==> src/rtl/legv8_multicycle_sequencer.sv <==
// Multi-cycle LEGv8 control sequencer: steps FETCH/DECODE/EXEC/MEM/WB for the
// shared datapath and drives memory handshakes, PC/register strobes and ALU setup.
module legv8_multicycle_sequencer #(
  parameter int unsigned MEM_TIMEOUT = 15
) (
  input  logic        clk,
  input  logic        rst_n,
  input  logic [31:0] instr,
  input  logic        imem_ready,
  input  logic        dmem_ready,
  input  logic        zero,
  output logic        imem_req,
  output logic        ir_load,
  output logic        dmem_read,
  output logic        dmem_write,
  output logic        reg_write,
  output logic        alu_src,
  output logic        mem_to_reg,
  output logic [1:0]  alu_op,
  output logic        pc_inc,
  output logic        pc_branch,
  output logic [2:0]  state,
  output logic [1:0]  err,
  output logic [15:0] instr_count
);

  typedef enum logic [2:0] {
    IDLE   = 3'd0,
    FETCH  = 3'd1,
    DECODE = 3'd2,
    EXEC   = 3'd3,
    MEM    = 3'd4,
    WB     = 3'd5,
    HALT   = 3'd7
  } state_t;

  typedef enum logic [2:0] {
    CLS_ADD,
    CLS_SUB,
    CLS_LDUR,
    CLS_STUR,
    CLS_CBZ,
    CLS_B,
    CLS_ILL
  } cls_t;

  typedef struct packed {
    logic       imem_req;
    logic       dmem_read;
    logic       dmem_write;
    logic       reg_write;
    logic       alu_src;
    logic       mem_to_reg;
    logic [1:0] alu_op;
  } ctrl_t;

  localparam logic [7:0] WAIT_LIMIT = 8'(MEM_TIMEOUT);

  state_t      state_q;
  state_t      state_nxt;
  logic [10:0] opcode_q;
  logic [10:0] opcode_nxt;
  logic [7:0]  wait_cnt;
  logic [1:0]  err_q;
  logic [1:0]  err_nxt;
  logic [15:0] count_q;
  ctrl_t       ctrl_q;
  cls_t        cls_q;
  logic        retire;
  logic        unused_instr_bits;

  assign unused_instr_bits = ^instr[20:0];

  function automatic cls_t classify(input logic [10:0] op);
    cls_t c;
    if (op == 11'b10001011000)
      c = CLS_ADD;
    else if (op == 11'b11001011000)
      c = CLS_SUB;
    else if (op == 11'b11111000010)
      c = CLS_LDUR;
    else if (op == 11'b11111000000)
      c = CLS_STUR;
    else if (op[10:3] == 8'b10110100)
      c = CLS_CBZ;
    else if (op[10:5] == 6'b000101)
      c = CLS_B;
    else
      c = CLS_ILL;
    return c;
  endfunction

  // Level controls that depend only on state and instruction class.
  function automatic ctrl_t moore_ctrl(input state_t s, input cls_t c);
    ctrl_t o;
    o = '0;
    case (s)
      FETCH: o.imem_req = 1'b1;
      EXEC: begin
        case (c)
          CLS_SUB:            o.alu_op = 2'b01;
          CLS_LDUR, CLS_STUR: o.alu_src = 1'b1;
          CLS_CBZ:            o.alu_op = 2'b10;
          default:            o.alu_op = 2'b00;
        endcase
      end
      MEM: begin
        o.alu_src    = 1'b1;
        o.dmem_read  = (c == CLS_LDUR);
        o.dmem_write = (c == CLS_STUR);
      end
      WB: begin
        o.reg_write  = 1'b1;
        o.mem_to_reg = (c == CLS_LDUR);
      end
      default: o = '0;
    endcase
    return o;
  endfunction

  assign cls_q = classify(opcode_q);

  always_comb begin
    state_nxt  = state_q;
    opcode_nxt = opcode_q;
    err_nxt    = err_q;
    case (state_q)
      IDLE: state_nxt = FETCH;
      FETCH: begin
        if (imem_ready) begin
          state_nxt  = DECODE;
          opcode_nxt = instr[31:21];
        end else if (wait_cnt == WAIT_LIMIT) begin
          state_nxt = HALT;
          err_nxt   = 2'b10;
        end
      end
      DECODE: begin
        case (cls_q)
          CLS_ADD, CLS_SUB, CLS_LDUR, CLS_STUR, CLS_CBZ: state_nxt = EXEC;
          CLS_B: state_nxt = FETCH;
          default: begin
            state_nxt = HALT;
            err_nxt   = 2'b01;
          end
        endcase
      end
      EXEC: begin
        case (cls_q)
          CLS_ADD, CLS_SUB:   state_nxt = WB;
          CLS_LDUR, CLS_STUR: state_nxt = MEM;
          CLS_CBZ:            state_nxt = FETCH;
          default:            state_nxt = HALT;
        endcase
      end
      MEM: begin
        if (dmem_ready)
          state_nxt = (cls_q == CLS_LDUR) ? WB : FETCH;
        else if (wait_cnt == WAIT_LIMIT) begin
          state_nxt = HALT;
          err_nxt   = 2'b10;
        end
      end
      WB:      state_nxt = FETCH;
      default: state_nxt = HALT;
    endcase
  end

  // Level controls are registered from the next state so they change cleanly
  // on the clock; the wait counter only runs while a handshake is stalled.
  always_ff @(posedge clk or negedge rst_n) begin
    if (!rst_n) begin
      state_q  <= IDLE;
      opcode_q <= '0;
      wait_cnt <= '0;
      err_q    <= 2'b00;
      count_q  <= '0;
      ctrl_q   <= '0;
    end else begin
      state_q  <= state_nxt;
      opcode_q <= opcode_nxt;
      err_q    <= err_nxt;
      ctrl_q   <= moore_ctrl(state_nxt, classify(opcode_nxt));
      if (retire)
        count_q <= count_q + 16'd1;
      if ((state_q == FETCH && !imem_ready) || (state_q == MEM && !dmem_ready))
        wait_cnt <= wait_cnt + 8'd1;
      else
        wait_cnt <= '0;
    end
  end

  // PC and IR pulses follow the handshake/zero inputs within the cycle.
  assign ir_load   = (state_q == FETCH) && imem_ready;
  assign pc_branch = ((state_q == DECODE) && (cls_q == CLS_B)) ||
                     ((state_q == EXEC) && (cls_q == CLS_CBZ) && zero);
  assign pc_inc    = ((state_q == EXEC) && (cls_q == CLS_CBZ) && !zero) ||
                     ((state_q == MEM) && (cls_q == CLS_STUR) && dmem_ready) ||
                     (state_q == WB);
  assign retire    = pc_inc | pc_branch;

  assign imem_req    = ctrl_q.imem_req;
  assign dmem_read   = ctrl_q.dmem_read;
  assign dmem_write  = ctrl_q.dmem_write;
  assign reg_write   = ctrl_q.reg_write;
  assign alu_src     = ctrl_q.alu_src;
  assign mem_to_reg  = ctrl_q.mem_to_reg;
  assign alu_op      = ctrl_q.alu_op;
  assign state       = state_q;
  assign err         = err_q;
  assign instr_count = count_q;

endmodule
==> config.mk <==
export PLATFORM = sky130hd
export DESIGN_NAME = legv8_multicycle_sequencer
export DESIGN_NICKNAME = d
export VERILOG_FILES = /design/src/rtl/legv8_multicycle_sequencer.sv
export SDC_FILE = /design/constraint.sdc
export NUM_CORES = 1
export LEC_CHECK = 0
export CAP_MARGIN = 20
export CORE_MARGIN = 2
export CORE_UTILIZATION = 39
export CTS_BUF_LIST = sky130_fd_sc_hd__clkbuf_4 sky130_fd_sc_hd__clkbuf_8 sky130_fd_sc_hd__clkbuf_16
export CTS_CLUSTER_SIZE = 10
export DETAILED_ROUTE_END_ITERATION = 6
export PLACE_DENSITY = 0.68
export SLEW_MARGIN = 5
export SYNTH_ARGS = -nofsm -noshare
export SYNTH_HDL_FRONTEND = slang
export SYNTH_SLANG_ARGS = --single-unit
==> constraint.sdc <==
create_clock -name clk -period 2.9 [get_ports clk]
set_clock_uncertainty 0.2 [all_clocks]
set_input_delay 0.435 -clock clk [delete_from_list [all_inputs] [get_ports clk]]
set_output_delay 0.435 -clock clk [all_outputs]
set_load 0.01 [all_outputs]
Word-level counts from Yosys, hierarchy flattened
Index checks and enable logic that the tools add are counted.

Input bits: 37. Logic and storage cells: 110. Register bits after elaboration: 48.

Equality and inequality tests: 34. Reductions and logical operators: 26. Muxes and demuxes: 35. $add $sub $neg: 2. Bitwise logic cells: 1.

Operator list (count): 11-bit == test (second input constant) (8); 3-bit two-way mux (12); 11-bit two-way mux (2); 3-bit by 2-bit == test with 1-bit output (second input constant) (7); 3-bit == test (second input constant) (7); 2-bit two-way mux (10); 16-bit by 1-bit adder with 16-bit output (second input constant) (1); 8-bit == test (second input constant) (2); 3-bit case mux with 5 select lines (1); 3-bit by 1-bit == test with 1-bit output (second input constant) (4); 6-bit by 3-bit == test with 1-bit output (second input constant) (2); 1-bit logical AND (9); 3-bit case mux with 3 select lines (1); 8-bit by 1-bit adder with 8-bit output (second input constant) (1); 8-bit by 4-bit == test with 1-bit output (second input constant) (1); 8-bit two-way mux (1); 2-bit OR reduction (4); 3-bit zero test (2); 2-bit != test (second input constant) (3); 2-bit case mux with 3 select lines (1); 3-bit case mux with 2 select lines (1); 6-bit OR reduction (1); 5-bit OR reduction (1); 1-bit logical OR (4); other kinds (7) (12).

Logic depth before layout (Yosys ltp)
Gate-level depths: netlist (run 1).

Word-level depth: 13. Gate-level depth with buffers: 8.

Worst setup path after synthesis (run 1)
OpenSTA, ideal clock, no wires.

Path kind: register -> register. Start point: register opcode_q[4]. End point: register count_q[13] (netlist: instr_count[13]). Required time: 2.621 ns. Period minus slack after synthesis: 2.269 ns. Slack: 0.631 ns. Path buffers: 1. Cell stages (with the launch flop): 8. Data arrival time: 1.990 ns. Cells stage by stage: dfrtp_1 -> and4bb_1 -> buf_4 -> nand2_1 -> o41ai_2 -> nor2_2 -> nor4_4 -> xor2_1.

Cells in the longest elaborated chain, start to end: 12.

Ends and longest elaborated chain: start, declared (RTL line 61) `logic [10:0] opcode_q;`; start signal, assigned (RTL line 181) `opcode_q <= opcode_nxt;`; 8-bit == test (RTL line 84) `else if (op[10:3] == 8'b10110100)`; 2-bit two-way mux (RTL line 84); 3-bit two-way mux (RTL line 82) `else if (op == 11'b11111000000)`; 3-bit two-way mux (RTL line 80) `else if (op == 11'b11111000010)`; 3-bit two-way mux (RTL line 78) `else if (op == 11'b11001011000)`; 3-bit two-way mux * (RTL line 76) `if (op == 11'b10001011000)`; 3-bit == test / 3-bit by 2-bit == test with 1-bit output (equally long branches) (RTL line 197, 198); 1-bit logical AND, on equally long branches (2 in a row) (RTL line 197, 198); 1-bit logical OR * (RTL line 197) `assign pc_inc = ((state_q == EXEC) && (cls_q == CLS_CBZ) && !zero) ||`; 1-bit logical OR * (RTL line 198) `((state_q == MEM) && (cls_q == CLS_STUR) && dmem_ready) ||`; named net pc_inc (RTL line 20) `output logic pc_inc,`; 1-bit bitwise OR * (RTL line 200) `assign retire = pc_inc | pc_branch;`; end signal, assigned (RTL line 185) `count_q <= count_q + 16'd1;`; end, declared (RTL line 66) `logic [15:0] count_q;`.

The timed path passes the listed nets; every way through them passes the cells marked *. A chain may end at the register's enable or synchronous reset.

Worst setup path after layout (run 1)
Start point: register opcode_q[4]. End point: output port pc_branch.

Cells in the longest elaborated chain, start to end: 10.

Ends and longest elaborated chain: 8-bit == test (RTL line 84); 2-bit two-way mux (RTL line 84); 3-bit two-way mux (RTL line 82); 3-bit two-way mux (RTL line 80); 3-bit two-way mux (RTL line 78); 3-bit two-way mux * (RTL line 76); 3-bit == test (RTL line 196) `((state_q == EXEC) && (cls_q == CLS_CBZ) && zero);`; 1-bit logical AND (2 in a row) (RTL line 196); 1-bit logical OR * (RTL line 195) `assign pc_branch = ((state_q == DECODE) && (cls_q == CLS_B)) ||`; end, declared (RTL line 21) `output logic pc_branch,`.

Every way passes the cells marked *; elsewhere a longest branch is shown, timed or not.

==> results.md, run 1 <==
- Commonest non-fill, non-tap cell in the layout: dfrtp_1
- Largest stage delay on the critical path: 600 ps
- Status: complete, no violations
- Async SR Flop Fraction: 100.0%
- Slew HR: 58.41%
- Setup TNS: 0 ps
- Chip width: 81.91 um
- Clk Tree Root Cell: clkbuf_8
- Reg clk slew, reported paths: 90 ps
- Post-synthesis xor/xnor area fraction: 7.770%
- CTS tree: yes
- Required time of the critical path: 2270 ps
- Kind of critical path: register to output pin
- Post-route minimum period: 2670 ps
- Initial antenna violation count: 0
- Vias per cell: 5.165
- DRC: 0
- Antenna-violating nets left: 0
- Largest net degree at the start of global routing: 49
- Critical path, cell by cell: and4bb_4 > a31oi_1 > nor3_2 > clkdlybuf4s50_1
- Leakage power: 1.387 nW
- Clock sinks: 48
- Mux share of post-synthesis cell area: 4.863%
- Share of the synthesized area in the top cell type: 50.74%
- Worst slew pin tran: 622.5 ps
- Synthesized net count: 265
- Row count: 28
- Antenna Cells: 0
- Yosys top cell by area: dfrtp_1
- Proportion of layout cells with a drive suffix above 1: 13.19%
- Adder-Cell Fraction of Synth Area: 1.057%
- Seq/Total Area, Yosys: 50.74%
- GRT overflow: 0
- DIE AREA: 0.006709 sq mm
- Post-layout util: 53.36%
- Clock latency on the worst-skew pair: 300 ps
- Hpwl dp: 3735 um
- Period Utilization, post-route: 92.07%
- Synth cell types: 44
- Clock buffer depth: 2
- Seq cells post-synth: 48
- Initial Utilization: 40.22%
- Max-Cap Viols: 0
- Placer Congestion: 0.8452
- TritonCTS Buffers: 5
- Final setup viols: 0
- Core ar.: 0.005886 sq mm
- Achievable Freq: 0.3745 GHz
- Post-Synth Simple-Gate Area: 25.16%
- # nets final: 326
- Post-synth EDFFs: 0
- Pwr dens: 806.3 mW/mm^2
- Mapped Area: 0.002367 sq mm
- Post-Syn Instances: 226
- Worst VDD drop: 0.5459 mV
- Worst Path Max Fanout: 5
- Worst EP arrival: 2040 ps
- I/O Pins: 69
- Final Slew Violations: 0
- Pre-Repair DR Iteration Count: 4
- Wire per inst: 14.33 um
- Worst hold path type: input pin to async pin
- Compound-gate portion of the synthesized area: 7.082%
- Critical path capture point type: output pin
- Total GRT Usage: 16.33%
- IO buf count: 47
- Post-synth top flop: dfrtp_1
- Filler instances: 549
- RSZ-0062 raised after global routing: false
- Syn avg cell area: 10.47 sq um
- H-tree depth: 2
- Vias post-DR: 1875
- Final hold viol count: 0
- Startpoint Class: register
- Area delta synth->final: 32.66%
- Most frequent cells in the layout: 46 x dfrtp_1, 45 x clkdlybuf4s50_1, 20 x nor2_1, 16 x nand2_1
- Die Y: 81.91 um
- First-pass GRT wire length: 8397 um
- Initial drt markers: 54
- Total Wirelength: 5203 um
- Hold Buf Count CTS: 0
- Max reg flops: 16
- Ys Warns: 0
- Vias in the first global route: 1803
- CP max-delay cell: clkdlybuf4s50_1
- Reg2reg path depth: 9
- Largest family of logic cells by synthesized area: simple AND/OR/NAND/NOR gates
- Ranking of synthesized cells by area: dfrtp_1 51%, xor2_1 4.1%, xnor2_1 3.7%, nor2_1 3.2%, mux2i_1 3.0%
==> per-layer routing <==
metal	vias to the layer above	global-route usage, %	share of wire (%)
li1	921	-	-
met1	908	22.78	50
met2	40	25.61	44
met3	6	3.956	5.0
met4	0	4.000	0.94
met5	-	0	0
==> metrics by stage <==
step | instances | hold WS (ps) | setup WS, ps | total power [W] | cell area [sq um]
2_1_floorplan | 226 | -60.59 | 630.7 | 0.001581 | 2367
3_3_place_gp | 351 | 249.6 | 81.79 | 0.001999 | 2983
3_5_place_dp | 351 | 252.3 | 83.63 | 0.002013 | 2983
4_1_cts | 361 | 52.98 | 26.01 | 0.002530 | 3117
5_1_grt | 363 | 88.85 | 101.8 | 0.002705 | 3141
6_report | 363 | 35.20 | 229.9 | 0.002532 | 3141
==> worst max-delay path: cells and delay by family, from the launching register on <==
family / cells / cell delay [ps]
simple gates: 2 / 620
flops: 1 / 420
buf+inv: 1 / 600
compound gates: 1 / 100
==> timing repair <==
action | in CTS | in global routing
pin swaps | 2 | 2
cloned | 0 | 0
buffers inserted | 2 | 2
resized for setup | 4 | 3
setup endpoints to repair | 2 | 2
==> power breakdown <==
| group | switching, W | total, W | internal, W | leakage (nW) |
|---|---|---|---|---|
| clock network | 0.000223 | 0.000488 | 0.000265 | 0.0586 |
| logic | 0.000489 | 0.00100 | 0.000512 | 0.704 |
| registers | 0.000211 | 0.00104 | 0.000831 | 0.624 |
==> final cells by class <==
type | instances | area, sq um | area share (%)
clock inverters | 2 | 35.03 | 1.116
clock buffers | 6 | 76.32 | 2.430
repair buffers | 61 | 573.1 | 18.25
inverters | 12 | 45.04 | 1.434
well taps | 75 | 93.84 | 2.988
multi-input cells | 159 | 1114 | 35.46
flip-flops and latches | 48 | 1204 | 38.33
==> cell usage after synthesis, types with 4 or more instances <==
master    n
dfrtp_1  48
nor2_1   20
nand2_1  16
nand3_1  14
inv_1    12
xor2_1   11
xnor2_1  10
nand4_1   9
a21oi_1   7
mux2i_1   7
nor3_1    6
nor4_1    5
and3_1    4
mux2_2    4
==> kinds of logic (layout without fill, tap and decap cells) <==
| group | Yosys count | count (layout) |
|---|---|---|
| AND/OR/NAND/NOR | 101 | 101 |
| flip-flops | 48 | 48 |
| AO/OA/AOI/OAI | 24 | 24 |
| XOR/XNOR | 21 | 21 |
| buffers and inverters | 19 | 81 |
| multiplexers | 11 | 11 |
| adder cells (fa/ha/maj) | 2 | 2 |
==> final timing paths <==
check                                      startpoint                          end  slack, ps
worst max-delay path            opcode_q[4]$_DFF_PN0_                    pc_branch        230
worst min-delay path                            rst_n        opcode_q[6]$_DFF_PN0_         40
worst max register to register  opcode_q[8]$_DFF_PN0_  instr_count[15]$_DFFE_PN0P_        440
worst min register to register  wait_cnt[0]$_DFF_PN0_        wait_cnt[0]$_DFF_PN0_        260
max in group asynchronous                       rst_n           state[0]$_DFF_PN0_       2030
min in group clk                wait_cnt[0]$_DFF_PN0_        wait_cnt[0]$_DFF_PN0_        260
Power figures use the tool's default switching activity.
==> run 2: changes to the inputs <==
--- a/config.mk
+++ b/config.mk
@@ -12,6 +12,7 @@
 export CTS_CLUSTER_SIZE = 10
 export DETAILED_ROUTE_END_ITERATION = 6
 export PLACE_DENSITY = 0.68
+export REMOVE_ABC_BUFFERS = 1
 export SLEW_MARGIN = 5
 export SYNTH_ARGS = -nofsm -noshare
 export SYNTH_HDL_FRONTEND = slang
==> run 2 against run 1 <==
Critical endpoint is now ir_load. Power decreased by 1.7%. Register-to-register slack improved by 20 ps. Non-clock buffer count decreased by 3. Die area unchanged. Clock power decreased by 1%. Critical path depth decreased by 1. Routed wire length decreased by 0.60%. Count of clock-buffer cells in the layout decreased by 1.
==> results.md, run 2 (same netlist as run 1, synthesis figures left out) <==
- Status: complete, no violations
- Clock latency on the worst-skew pair: 310 ps
- Setup ws final: 136.3 ps
- Initial Utilization: 40.22%
- Largest stage delay on the critical path: 600 ps
- Critical path capture point type: output pin
- Largest net degree at the start of global routing: 22
- Vias post-DR: 1883
- Worst hold path type: register to register
- Required time of the critical path: 2270 ps
- Worst VDD drop: 0.4011 mV
- Clk Tree Root Cell: clkbuf_8
- Cell area after layout: 0.003110 sq mm
- Max-Cap Viols: 0
- NetSw: 0.0009255 W
- Logic pwr share: 38.3%
- Leakage power: 1.366 nW
- Die Y: 81.91 um
- I/O Pins: 69
- Setup TNS: 0 ps
- Kind of critical path: register to output pin
- Chip width: 81.91 um
- Worst Path Max Fanout: 14
- First-pass GRT wire length: 8866 um
- Period Utilization, post-route: 95.30%
- DRC: 0
- H-tree depth: 2
- Total GRT Usage: 17.34%
- DIE AREA: 0.006709 sq mm
- DP Area: 0.002983 sq mm
- Achievable Freq: 0.3618 GHz
- Register share of total power: 42.4%
- Filler instances: 555
- Dpl ws: 189.6 ps
- Worst hold margin: 263.8 ps
- RSZ-0062 raised after global routing: false
- Initial antenna violation count: 0
- Wire per inst: 14.37 um
- CP max-delay cell: dfrtp_1
- Final setup viols: 0
- Critical path, cell by cell: nor4bb_4 > buf_4 > clkdlybuf4s50_1
- CTS tree: yes
- Clock buffer depth: 2
- Proportion of layout cells with a drive suffix above 1: 10.53%
- Clock sinks: 48
- GRT overflow: 0
- TritonCTS Buffers: 5
- Startpoint Class: register
- Antenna-violating nets left: 0
- IO buf count: 47
- Antenna Cells: 0
- Post-layout util: 52.85%
- Worst slew pin tran: 625.4 ps
- Hpwl dp: 3883 um
- Vias per cell: 5.231
- Clock Power Share: 19.4%
- Vias in the first global route: 1837
- Total Wirelength: 5172 um
- Pwr dens: 800.6 mW/mm^2
- Worst EP arrival: 2130 ps
- Initial drt markers: 104
- Core ar.: 0.005886 sq mm
- Commonest non-fill, non-tap cell in the layout: dfrtp_1
- Reg clk slew, reported paths: 90 ps
- Switching Share: 37.16%
- Most frequent cells in the layout: 48 x dfrtp_1, 45 x clkdlybuf4s50_1, 20 x nor2_1, 16 x nand2_1, 14 x nand3_1
- Slew HR: 58.22%
- Final hold viol count: 0
- Area delta synth->final: 31.40%
- Row count: 28
- Final Slew Violations: 0
- Placer Congestion: 0.9004
- Pre-Repair DR Iteration Count: 4
- Post-CTS setup buffers: 0
- Max reg flops: 16
- Internal: 0.001565 W
- Post-route minimum period: 2764 ps
- # nets final: 323
run 2: timing repair:
action,4_1_cts,5_1_grt
cloned,0,0
endpoints found under the setup margin,1,1
gates resized for setup,1,2
hold buffers,1,0
endpoints found under the hold margin,9,0
run 2: layout make-up:
| cell class | count | area [sq um] | share of cell area, % |
|---|---|---|---|
| inverters | 12 | 45.04 | 1.448 |
| clock inverters | 3 | 42.54 | 1.368 |
| flip-flops and latches | 48 | 1201 | 38.62 |
| well taps | 75 | 93.84 | 3.017 |
| clock buffers | 5 | 68.82 | 2.212 |
| multi-input cells | 159 | 1106 | 35.56 |
| repair buffers | 58 | 553.0 | 17.78 |
run 2: worst max-delay path: cells and delay by family, from the launching register on:
| kind | cells | cell delay, ps |
|---|---|---|
| buf+inv | 2 | 780 |
| simple gates | 1 | 440 |
| flops | 1 | 600 |
run 2: final timing paths:
kind | startpoint | endpoint | slack [ps] | cells after the start
min | wait_cnt[0]$_DFF_PN0_ | wait_cnt[0]$_DFF_PN0_ | 260 | 1
min in group asynchronous | rst_n | opcode_q[6]$_DFF_PN0_ | 320 | 2
max | state[0]$_DFF_PN0_ | ir_load | 140 | 3
min reg2reg | wait_cnt[0]$_DFF_PN0_ | wait_cnt[0]$_DFF_PN0_ | 260 | 1
max in group asynchronous | rst_n | opcode_q[4]$_DFF_PN0_ | 1630 | 3
max reg2reg | wait_cnt[0]$_DFF_PN0_ | alu_op[1]$_DFF_PN0_ | 460 | 8
run 2: stage by stage:
step                std cells  power, W
detailed placement        351  0.002018
global route              360  0.002664
floorplan                 219  0.001561
CTS                       360  0.002505
finish                    360  0.002490
global placement          351  0.001993
run 2: routing by layer:
layer / GRT usage (%) / up-vias / routed length, um
li1: - / 921 / -
met1: 22.49 / 898 / 2366
met2: 27.97 / 55 / 2413
met3: 4.286 / 9 / 287
met4: 6.500 / 0 / 104
met5: 0 / - / 0
run 2: power by group through the flow:
stage	sequential [W]	combinational, W	clock (W)
finish	0.00105	0.000953	0.000482
global route	0.00108	0.00105	0.000528
CTS	0.00105	0.000962	0.000494
detailed placement	0.00106	0.000958	0
global placement	0.00106	0.000937	0
floorplan	0.00102	0.000539	0
==> run 3: changes to the inputs <==
--- a/config.mk
+++ b/config.mk
@@ -5,13 +5,16 @@
 export SDC_FILE = /design/constraint.sdc
 export NUM_CORES = 1
 export LEC_CHECK = 0
+export ABC_CLOCK_PERIOD_IN_PS = 2450
 export CAP_MARGIN = 20
+export CELL_PAD_IN_SITES_DETAIL_PLACEMENT = 1
+export CELL_PAD_IN_SITES_GLOBAL_PLACEMENT = 1
 export CORE_MARGIN = 2
-export CORE_UTILIZATION = 39
+export CORE_UTILIZATION = 32
 export CTS_BUF_LIST = sky130_fd_sc_hd__clkbuf_4 sky130_fd_sc_hd__clkbuf_8 sky130_fd_sc_hd__clkbuf_16
 export CTS_CLUSTER_SIZE = 10
 export DETAILED_ROUTE_END_ITERATION = 6
-export PLACE_DENSITY = 0.68
+export PLACE_DENSITY_LB_ADDON = 0.1
 export REMOVE_ABC_BUFFERS = 1
 export SLEW_MARGIN = 5
 export SYNTH_ARGS = -nofsm -noshare
==> constraint.sdc (replaced) <==
create_clock -name clk -period 2.45 [get_ports clk]
set_clock_uncertainty 0.2 [all_clocks]
set_input_delay 0.3675 -clock clk [delete_from_list [all_inputs] [get_ports clk]]
set_output_delay 0.3675 -clock clk [all_outputs]
set_load 0.01 [all_outputs]
==> run 3 against run 2 <==
Routed wire length grew 18%. Final area rose by 11%. Highest routed layer unchanged. Register-to-register slack got worse by 370 ps. Largest power group is now combinational logic.
==> results.md, run 3 (same netlist as run 1, synthesis figures left out) <==
- Worst VDD drop: 0.4384 mV
- Max reg flops: 16
- Dpl ws: -253.8 ps
- CP most frequent cell: buf_4
- Footprint of the multi-input gates: 0.001161 sq mm
- Sequential cell area: 0.001204 sq mm
- TritonCTS Buffers: 5
- Row count: 31
- CP top delay family: simple AND/OR/NAND/NOR gates
- Final hold viol count: 0
- Period Utilization, post-route: 96.29%
- Die Y: 90.01 um
- Reg2Reg Capture Point: alu_src$_DFF_PN0_
- Largest net degree at the start of global routing: 49
- Proportion of layout cells with a drive suffix above 1: 23.51%
- RSZ-0062 raised after global routing: false
- Placer Congestion: 0.7771
- Pre-Repair DR Iteration Count: 4
- Total Wirelength: 6113 um
- Crit. path cell count: 7
- Clock sinks: 48
- Setup crit end: alu_src$_DFF_PN0_
- Critical path, cell by cell: nor4bb_4 > buf_4 > buf_4 > or4b_1 > a221o_1 > nand3b_1 > o21bai_1
- Crit path from: state[0]$_DFF_PN0_
- Power Total: 0.003301 W
- Initial Utilization: 32.81%
- Hpwl dp: 4569 um
- Worst hold path type: register to register
- Reg2reg path depth: 7
- Area delta synth->final: 45.35%
- CTS tree: yes
- CP max-delay cell: or4b_1
- Vias post-DR: 2005
- Initial antenna violation count: 0
- Total GRT Usage: 15.62%
- GRT overflow: 0
- Leakage power: 1.564 nW
- Commonest non-fill, non-tap cell in the layout: dfrtp_1
- Status: complete, no violations
- Vias in the first global route: 2125
- Startpoint Class: register
- Final setup viols: 0
- Antenna Cells: 0
- H-tree depth: 2
- IO buf count: 47
- Cell area after layout: 0.003441 sq mm
- Critical path capture point type: register
- Crit Reg-Reg Startpoint: state[0]$_DFF_PN0_
- Vias per cell: 4.797
- Final Slew Violations: 0
- Initial drt markers: 43
- Core ar.: 0.007214 sq mm
- Clk Tree Root Cell: clkbuf_8
- DRC: 0
- DP Area: 0.003223 sq mm
- Setup TNS: 0 ps
- Most frequent cells in the layout: 46 x dfrtp_1, 43 x clkdlybuf4s50_1, 42 x buf_4, 19 x nor2_1, 16 x nand2_1
- DIE AREA: 0.008102 sq mm
- Filler instances: 825
- Max-Cap Viols: 0
- # nets final: 357
- Pwr dens: 959.4 mW/mm^2
- Post-route minimum period: 2359 ps
- Worst EP arrival: 2390 ps
- I/O Pins: 69
- Kind of critical path: register to register
- Setup ws final: 90.86 ps
- Chip width: 90.01 um
- Achievable Freq: 0.4239 GHz
- Clock buffer depth: 2
- Worst Path Max Fanout: 6
- Worst slew pin tran: 614.6 ps
- Required time of the critical path: 2480 ps
- Reg clk slew, reported paths: 90 ps
- Slew HR: 59.03%
- CP bufs+invs: 2
- Antenna-violating nets left: 0
- Clock latency on the worst-skew pair: 300 ps
- R2r setup slk: 90 ps
- First-pass GRT wire length: 10290 um
- Largest stage delay on the critical path: 490 ps
- Wire per inst: 14.62 um
-- run 3: cell types whose count changed in the layout (fill, tap and decap cells not counted), sizes merged --
cell           change
buf               +35
dlygate4sd2        +1
clkbuf             +2
clkinv             -1
clkdlybuf4s50      -2
bufinv             -1
-- run 3: metal layers --
metal	track usage, %	wire length (um)	vias to the layer above	part of all wire (%)
met3	2.850	163	9	2.7
met4	5.128	98	0	1.6
met2	25.19	2934	34	48
met1	21.26	2916	978	48
met5	0	0	-	0
li1	-	-	984	-
-- run 3: power breakdown --
group | leakage [nW] | total [W] | switching, W | internal (W)
Clock | 0.0479 | 0.000504 | 0.000264 | 0.000241
Combinational | 0.891 | 0.00163 | 0.000767 | 0.000867
Sequential | 0.624 | 0.00116 | 0.000178 | 0.000984
Total | 1.56 | 0.00330 | 0.00121 | 0.00209
-- run 3: layout make-up --
cell class	instances	share of cell area, %
clock buffers	7	2.618
clock inverters	1	0.2182
inverters	12	1.309
multi-input cells	159	33.75
flip-flops and latches	48	34.98
well taps	99	3.600
repair buffers	92	23.53
-- run 3: metrics by stage --
stage               hold slack (ps)  std cells  utilization (%)
global route                  312.0        418            47.69
CTS                           271.0        414            46.69
global placement              251.9        403            44.68
floorplan                    -128.1        219                -
detailed placement            258.9        403            44.68
finish                        270.4        418            47.69
-- run 3: how the worst min path moves through the flow --
stage / startpoint / to / slack, ps / cells after the start
global route: instr_count[15]$_DFFE_PN0P_ / instr_count[15]$_DFFE_PN0P_ / 310 / 1
global placement: wait_cnt[0]$_DFF_PN0_ / wait_cnt[0]$_DFF_PN0_ / 250 / 1
CTS: wait_cnt[0]$_DFF_PN0_ / wait_cnt[0]$_DFF_PN0_ / 270 / 1
finish: wait_cnt[0]$_DFF_PN0_ / wait_cnt[0]$_DFF_PN0_ / 270 / 1
floorplan: rst_n / alu_op[0]$_DFF_PN0_ / -130 / 0
detailed placement: wait_cnt[0]$_DFF_PN0_ / wait_cnt[0]$_DFF_PN0_ / 260 / 1
-- run 3: worst reg2reg max path, cell delays in order, from the launching register on --
cell	delay, ps
dfrtp_2	450
nor4bb_4	190
buf_4	140
buf_4	120
or4b_1	490
a221o_1	390
nand3b_1	190
o21bai_1	130
-- run 3: timing repair --
action                                  4_1_cts  5_1_grt
pin swaps                                     0        6
resized for setup                             6       16
endpoints found under the setup margin        3       18
hold buffers                                  1        0
hold endpoints to repair                     48        0
setup buffers                                 2        4
